### src/rtl/butterfly_multiplier.sv
// Sequential signed shift-add multiplier with fixed-point scaling and saturation.
// A request is accepted only in IDLE; the magnitudes of the operands are latched
// and accumulated LSB-first over WIDTH cycles. The sign is applied in FINAL,
// then a guard window blocks new requests before the FSM returns to IDLE.
//
// Handshake: MULEN is a level request sampled only in IDLE. Each accepted
// request produces exactly one reg_MUL pulse, one cycle wide, unless rst
// intervenes. product/product_full/ovf are meaningful while reg_MUL=1;
// product and product_full then hold until the next result.
module butterfly_multiplier #(
    parameter int WIDTH        = 8,
    parameter int FRAC_BITS    = 0,
    parameter int GUARD_CYCLES = 1
) (
    input  logic                 clk,
    input  logic                 rst,
    input  logic                 MULEN,
    input  logic [WIDTH-1:0]     c,
    input  logic [WIDTH-1:0]     d,
    output logic [WIDTH-1:0]     product,
    output logic                 reg_MUL,
    output logic [2*WIDTH-1:0]   product_full,
    output logic                 ovf,
    output logic                 busy,
    output logic [1:0]           dbg_state_o
);

    typedef enum logic [1:0] {
        S_IDLE  = 2'd0,
        S_BUSY  = 2'd1,
        S_FINAL = 2'd2,
        S_GUARD = 2'd3
    } state_e;

    // One counter serves both the iteration count and the guard window.
    localparam int CNT_MAX = (WIDTH > GUARD_CYCLES) ? WIDTH : GUARD_CYCLES;
    localparam int CNT_W   = $clog2(CNT_MAX + 1);
    localparam logic [CNT_W-1:0] LAST_ITER  = CNT_W'(WIDTH - 1);
    localparam logic [CNT_W-1:0] LAST_GUARD = CNT_W'(GUARD_CYCLES - 1);

    localparam logic [WIDTH-1:0]   ONE_W  = {{(WIDTH-1){1'b0}}, 1'b1};
    localparam logic [2*WIDTH-1:0] ONE_2W = {{(2*WIDTH-1){1'b0}}, 1'b1};

    // Saturation bounds expressed at full product width.
    localparam logic signed [2*WIDTH-1:0] SAT_MAX = {{(WIDTH+1){1'b0}}, {(WIDTH-1){1'b1}}};
    localparam logic signed [2*WIDTH-1:0] SAT_MIN = {{(WIDTH+1){1'b1}}, {(WIDTH-1){1'b0}}};

    state_e               state_q, state_d;
    logic                 sign_q, sign_d;
    logic [2*WIDTH-1:0]   mcand_q, mcand_d;
    logic [WIDTH-1:0]     mplier_q, mplier_d;
    logic [2*WIDTH-1:0]   acc_q, acc_d;
    logic [CNT_W-1:0]     cnt_q, cnt_d;
    logic [WIDTH-1:0]     product_q, product_d;
    logic [2*WIDTH-1:0]   full_q, full_d;
    logic                 reg_mul_q, reg_mul_d;
    logic                 ovf_q, ovf_d;

    logic [WIDTH-1:0]          c_mag, d_mag;
    logic signed [2*WIDTH-1:0] p_full;
    logic signed [2*WIDTH-1:0] s_full;
    logic                      sat_hi, sat_lo;
    logic [WIDTH-1:0]          sat_val;

    // Operand magnitudes; the most negative value maps to 2^(WIDTH-1) unsigned.
    always_comb begin
        c_mag = c[WIDTH-1] ? ((~c) + ONE_W) : c;
        d_mag = d[WIDTH-1] ? ((~d) + ONE_W) : d;
    end

    // Signed product, floor scaling and saturation of the finished accumulator.
    always_comb begin
        p_full  = sign_q ? ((~acc_q) + ONE_2W) : acc_q;
        s_full  = p_full >>> FRAC_BITS;
        sat_hi  = (s_full > SAT_MAX);
        sat_lo  = (s_full < SAT_MIN);
        sat_val = s_full[WIDTH-1:0];
        if (sat_hi) begin
            sat_val = {1'b0, {(WIDTH-1){1'b1}}};
        end else if (sat_lo) begin
            sat_val = {1'b1, {(WIDTH-1){1'b0}}};
        end
    end

    // Next-state and datapath updates; strobe and flag default low every cycle.
    always_comb begin
        state_d   = state_q;
        sign_d    = sign_q;
        mcand_d   = mcand_q;
        mplier_d  = mplier_q;
        acc_d     = acc_q;
        cnt_d     = cnt_q;
        product_d = product_q;
        full_d    = full_q;
        reg_mul_d = 1'b0;
        ovf_d     = 1'b0;
        unique case (state_q)
            S_IDLE: begin
                if (MULEN) begin
                    sign_d   = c[WIDTH-1] ^ d[WIDTH-1];
                    mcand_d  = {{WIDTH{1'b0}}, c_mag};
                    mplier_d = d_mag;
                    acc_d    = '0;
                    cnt_d    = '0;
                    state_d  = S_BUSY;
                end
            end
            S_BUSY: begin
                acc_d    = acc_q + (mplier_q[0] ? mcand_q : '0);
                mcand_d  = mcand_q << 1;
                mplier_d = mplier_q >> 1;
                if (cnt_q == LAST_ITER) begin
                    cnt_d   = '0;
                    state_d = S_FINAL;
                end else begin
                    cnt_d = cnt_q + 1'b1;
                end
            end
            S_FINAL: begin
                product_d = sat_val;
                full_d    = p_full;
                ovf_d     = sat_hi | sat_lo;
                reg_mul_d = 1'b1;
                cnt_d     = '0;
                state_d   = S_GUARD;
            end
            S_GUARD: begin
                if (cnt_q == LAST_GUARD) begin
                    cnt_d   = '0;
                    state_d = S_IDLE;
                end else begin
                    cnt_d = cnt_q + 1'b1;
                end
            end
            default: state_d = S_IDLE;
        endcase
    end

    // State and datapath registers, cleared asynchronously by rst.
    always_ff @(posedge clk or posedge rst) begin
        if (rst) begin
            state_q   <= S_IDLE;
            sign_q    <= 1'b0;
            mcand_q   <= '0;
            mplier_q  <= '0;
            acc_q     <= '0;
            cnt_q     <= '0;
            product_q <= '0;
            full_q    <= '0;
            reg_mul_q <= 1'b0;
            ovf_q     <= 1'b0;
        end else begin
            state_q   <= state_d;
            sign_q    <= sign_d;
            mcand_q   <= mcand_d;
            mplier_q  <= mplier_d;
            acc_q     <= acc_d;
            cnt_q     <= cnt_d;
            product_q <= product_d;
            full_q    <= full_d;
            reg_mul_q <= reg_mul_d;
            ovf_q     <= ovf_d;
        end
    end

    assign product      = product_q;
    assign product_full = full_q;
    assign reg_MUL      = reg_mul_q;
    assign ovf          = ovf_q;
    assign busy         = (state_q != S_IDLE);
    assign dbg_state_o  = state_q;

endmodule

### config.mk
export PLATFORM = sky130hd
export DESIGN_NAME = butterfly_multiplier
export DESIGN_NICKNAME = d
export VERILOG_FILES = /design/src/rtl/butterfly_multiplier.sv
export SDC_FILE = /design/constraint.sdc
export NUM_CORES = 1
export LEC_CHECK = 0
export BUFFER_PORTS_ARGS = -buffer_cell sky130_fd_sc_hd__buf_2
export CAP_MARGIN = 20
export CORE_MARGIN = 4
export CORE_UTILIZATION = 60
export CTS_BUF_LIST = sky130_fd_sc_hd__clkbuf_2 sky130_fd_sc_hd__clkbuf_4 sky130_fd_sc_hd__clkbuf_8
export DETAILED_ROUTE_END_ITERATION = 10
export PLACE_DENSITY = 0.81
export SLEW_MARGIN = 20
export SYNTH_ARGS = -nofsm -noshare
export SYNTH_HDL_FRONTEND = slang
export SYNTH_SLANG_ARGS = --single-unit
### constraint.sdc
create_clock -name clk -period 4.2 [get_ports clk]
set_clock_uncertainty 0.1 [all_clocks]
set_input_delay 0.21 -clock clk [delete_from_list [all_inputs] [get_ports clk]]
set_output_delay 0.21 -clock clk [all_outputs]
set_load 0.02 [all_outputs]
# Yosys cells after proc, flatten, opt, wreduce, memory -nomap -nowiden

Index checks and enable logic that the tools add are counted.

Flip-flop bits (word level): 73
Input port bits: 19
Output and inout port bits: 29

Add/subtract/negate cells: 5
$lt $le $gt $ge: 2
Eq/ne operators: 7
Multiplexer cells: 22
Bitwise operators: 5
Reduce and logical (&&, ||, !) cells: 7

Operator list:

| cell                                                                              | count |
|---|---|
| 16-bit 2-to-1 mux                                                                 | 4 |
| 16-bit one-hot mux with 2 select lines                                            | 2 |
| 8-bit 2-to-1 mux                                                                  | 5 |
| 16-bit by 1-bit adder with 16-bit output (second input constant)                  | 1 |
| 16-bit adder                                                                      | 1 |
| 8-bit by 1-bit adder with 8-bit output (second input constant)                    | 2 |
| 16-bit by 8-bit greater-than comparator with 1-bit output (second input constant) | 1 |
| 16-bit by 8-bit less-than comparator with 1-bit output (second input constant)    | 1 |
| 16-bit NOT                                                                        | 1 |
| 8-bit NOT                                                                         | 2 |
| 4-bit one-hot mux with 4 select lines                                             | 1 |
| 8-bit one-hot mux with 2 select lines                                             | 1 |
| 4-bit 2-to-1 mux                                                                  | 3 |
| 2-bit one-hot mux with 4 select lines                                             | 1 |
| 2-bit 2-to-1 mux                                                                  | 3 |
| 2-bit != test (second input constant)                                             | 3 |
| 4-bit by 1-bit adder with 4-bit output (second input constant)                    | 1 |
| 2-bit equality test (second input constant)                                       | 2 |
| 4-bit by 3-bit equality test with 1-bit output (second input constant)            | 1 |
| 4-bit zero test                                                                   | 1 |
| 2-bit AND reduction                                                               | 2 |
| 2-bit nonzero test                                                                | 2 |
| 3-bit AND reduction                                                               | 1 |
| 2-bit by 1-bit equality test with 1-bit output (second input constant)            | 1 |
| other kinds (4)                                                                   | 5 |

# Logic depth before layout (Yosys ltp)

Word-level depth: 6
Mapped depth: 11

# Least setup slack after synthesis

Ideal clock, no wire load.

Kind: register to register
From: register mplier_q[0]
To: register acc_q[14]
Setup time: 0.122 ns
Arrival: 2.747 ns
Required time: 3.978 ns
Path slack: 1.231 ns
Stages on the path, launching flop included: 12
Path through: dfrtp_1 > clkbuf_1 > and2_1 > ha_1 > fa_1 > a21o_1 > a21oi_1 > o211ai_1 > a31oi_1 > a311oi_1 > or3_1 > a32o_1

Longest elaborated chain between the ends: 3

Ends and longest elaborated chain:

| item                                   | RTL line | source |
|---|---|---|
| from (decl)                            | 51       | `logic [WIDTH-1:0] mplier_q, mplier_d;` |
| from (signal assigned)                 | 156      | `mplier_q <= mplier_d;` |
| 16-bit 2-to-1 mux                      | 109      | `acc_d = acc_q + (mplier_q[0] ? mcand_q : '0);` |
| 16-bit adder                           | 109      |  |
| 16-bit one-hot mux with 2 select lines | 97       | `unique case (state_q)` |
| to (signal assigned)                   | 146      | `acc_q <= '0;` |
| to (signal assigned)                   | 157      | `acc_q <= acc_d;` |
| to (decl)                              | 52       | `logic [2*WIDTH-1:0] acc_q, acc_d;` |

Every way passes these cells.
A chain may end at the register's enable or synchronous reset.

# Worst setup path in the final report

Ends and elaborated chain as after synthesis.

==> results.cfg <==
[floorplanning]
core.rowCount = 31
die_area_mm2 = 0.00894
start_util_pct = 62.0
die_w_um = 94.6
die_h_um = 94.6
core_mm2 = 0.00725
num_io_pins = 48

[sta]
setup_ws_ns = 0.972
fin_crit_sh_pct = 76.9
max_freq_mhz = 310
rsz0062_at_grt = false
period_needed_ns = 3.23
worst_pin_slew_ns = 0.915
slew_violations = 0
hold_viol = 0
slew_headroom_pct = 38.9
setup_violations = 0
holdWs_ns = 0.0284
setup_tns_ns = 0

[run_status]
status = complete, no violations

[worst_setup_path]
critPathRequiredTime_ns = 4.35
cp_max_fo = 17
worstSetupPathType = register to register
arrival_ns = 3.38
end_kind = register
start_kind = register

[synth]
ys_seq_elements = 73
async_flop_share_pct = 100
syn_inst = 495
yosysTopAreaCell = dfrtp_1
synth_edf_count = 0
ys_types = 60
seq_area_frac_synth_pct = 40.6
synth_area_per_cell_um2 = 9.08
yosys-top-cells-area = dfrtp_1 41%, ha_1 6.7%, nand2_1 4.7%
ys.warnings.count = 0
synth_top_area_share_pct = 40.6
syn_nets = 539
synth_flop_cell = dfrtp_1
syn-cell-area_mm2 = 0.00450

[final_layout]
nets = 579
final_common_cell = dfrtp_1
drive_gt1_share_pct = 16.9
mostFrequentLayoutCells = 73 x dfrtp_1, 56 x nand2_1, 47 x buf_2, 46 x nor2_1, 37 x a21oi_1
n_fill_cell = 570
num_antenna_cells = 0
syn_to_final_growth_pct = 11.0

[placed_design]
hpwl_mm = 6.74
place.port_buffers = 47
dp_worst_setup_slack_ns = 0.978
globalplace.congestion = 0.831

[clock_tree]
cts_max_path_buffers = 2
cts_sinks = 73
clockRootBuffer = clkbuf_8
numCtsBuffers = 9
tritoncts = built
clkSlewWorstSetupHoldPaths_ns = 0.08
htreeDepth = 3
insertion_delay_ns = 0.35
cts_resized = 0

[detailed_routing]
wl_per_cell_um = 14.2
drt_pass1_iterations = 4
vias = 3692
viasPerCell = 5.78
drtIter0Drc = 175
final_antenna_net_count = 0
wl_mm = 9.06
route.detailed.drc = 0

[power]
ir_drop_mv = 0.338
power_leakage_nw = 2.40
finalPower_mw = 4.16
powerDensity_mw_per_mm2 = 832

[global_routing]
grt_start_max_net_pins = 48
grt_pass1_vias = 3527
grt_pass1_wl_mm = 15.9
grt_overflow = 0
antenna_found_initial = 0
grt_usage_pct = 22.2

[min_path]
min_path_type = input port to register

[job]
max-cap-violations = 0
==> critical path, cell delays in order, from the launching register on <==
cell and delay (ns):
dfrtp_1 0.52, and2_1 0.22, ha_1 0.21, fa_1 0.41, a21o_1 0.17, a21oi_1 0.24, o211ai_1 0.19, a31oi_1 0.31
a311oi_1 0.16, or3_1 0.34, a32o_1 0.25
==> cell families after synthesis <==
kind of cell | after synthesis | synth area share [%]
AOI/OAI and AO/OA | 141 | 20.5
xor gates and xnor gates | 34 | 6.79
DFF | 73 | 40.6
and+or+nand+nor | 166 | 18.6
buffers and inverters | 45 | 3.84
muxes | 11 | 2.53
adders and majority gates | 25 | 7.12
==> layer usage <==
metal,global-route usage (%),wire [um],up-vias
li1,-,-,1842
met1,28.0,4080,1767
met2,38.5,4510,73
met3,3.27,346,10
met4,8.17,120,0
met5,0,0,-
==> synthesized netlist by cell type (all sizes together) (2+ instances only) <==
library cell  count
o21ai            39
or3               4
nand2b            6
mux2i             8
a211o             2
a31oi             8
nor2             46
nor2b             2
buf               3
or2               3
nand3b            3
nor4              5
a22o             12
a21o              4
o31ai            12
xor2             20
mux2              3
a32o              3
clkbuf           20
or4b              3
nand3             9
inv              22
and3              2
o21a              3
ha               24
nand2            56
a21oi            37
xnor2            14
nor3              6
nand4             2
a22oi             5
dfrtp            73
and2             16
o211ai            4
==> timing repair <==
item / CTS / global route
hold buffers: 1 / 0
buffers inserted: 0 / 0
hold endpoints to repair: 46 / 0
==> final timing paths <==
check                           startpoint         endpoint  slack (ns)  cells after the start
setup / recovery               mplier_q[0]        acc_q[14]        0.97                     10
hold reg to reg            product_full[6]  product_full[6]        0.38                      1
max in group asynchronous              rst      mcand_q[15]        2.59                      4
hold / removal                       MULEN           sign_q        0.03                      2
setup reg to reg               mplier_q[0]        acc_q[14]        0.97                     10
min in group asynchronous              rst   dbg_state_o[1]        0.50                      3
==> state kept, by name (all words and copies together), names as in the netlist <==
signal        flops
mcand_q          16
ovf               1
mplier_q          8
product_full     16
dbg_state_o       2
product           8
cnt_q             4
sign_q            1
acc_q            16
reg_MUL           1
==> stage by stage <==
stage / area [um^2] / cells / utilization (%)
2_1_floorplan: 4500 / 495 / -
3_3_place_gp: 4810 / 622 / 66.3
3_5_place_dp: 4810 / 622 / 66.3
4_1_cts: 4990 / 639 / 68.8
5_1_grt: 4990 / 639 / 68.8
6_report: 4990 / 639 / 68.8
==> final cells by class <==
cell class              instances  area, um^2  area share [%]
repair buffers                 52         275            5.51
well taps                      99         124            2.48
clock buffers                  10         131            2.63
clock inverters                 6        43.8           0.877
flip-flops and latches         73        1830            36.6
inverters                      22        82.6            1.65
multi-input cells             377        2510            50.3
==> power breakdown <==
group	internal [mW]	switching (mW)	leakage, nW
Sequential	1.01	0.289	0.924
Clock	0.222	0.277	0.0783
Combinational	0.937	1.42	1.40
Power figures use the tool's default switching activity.
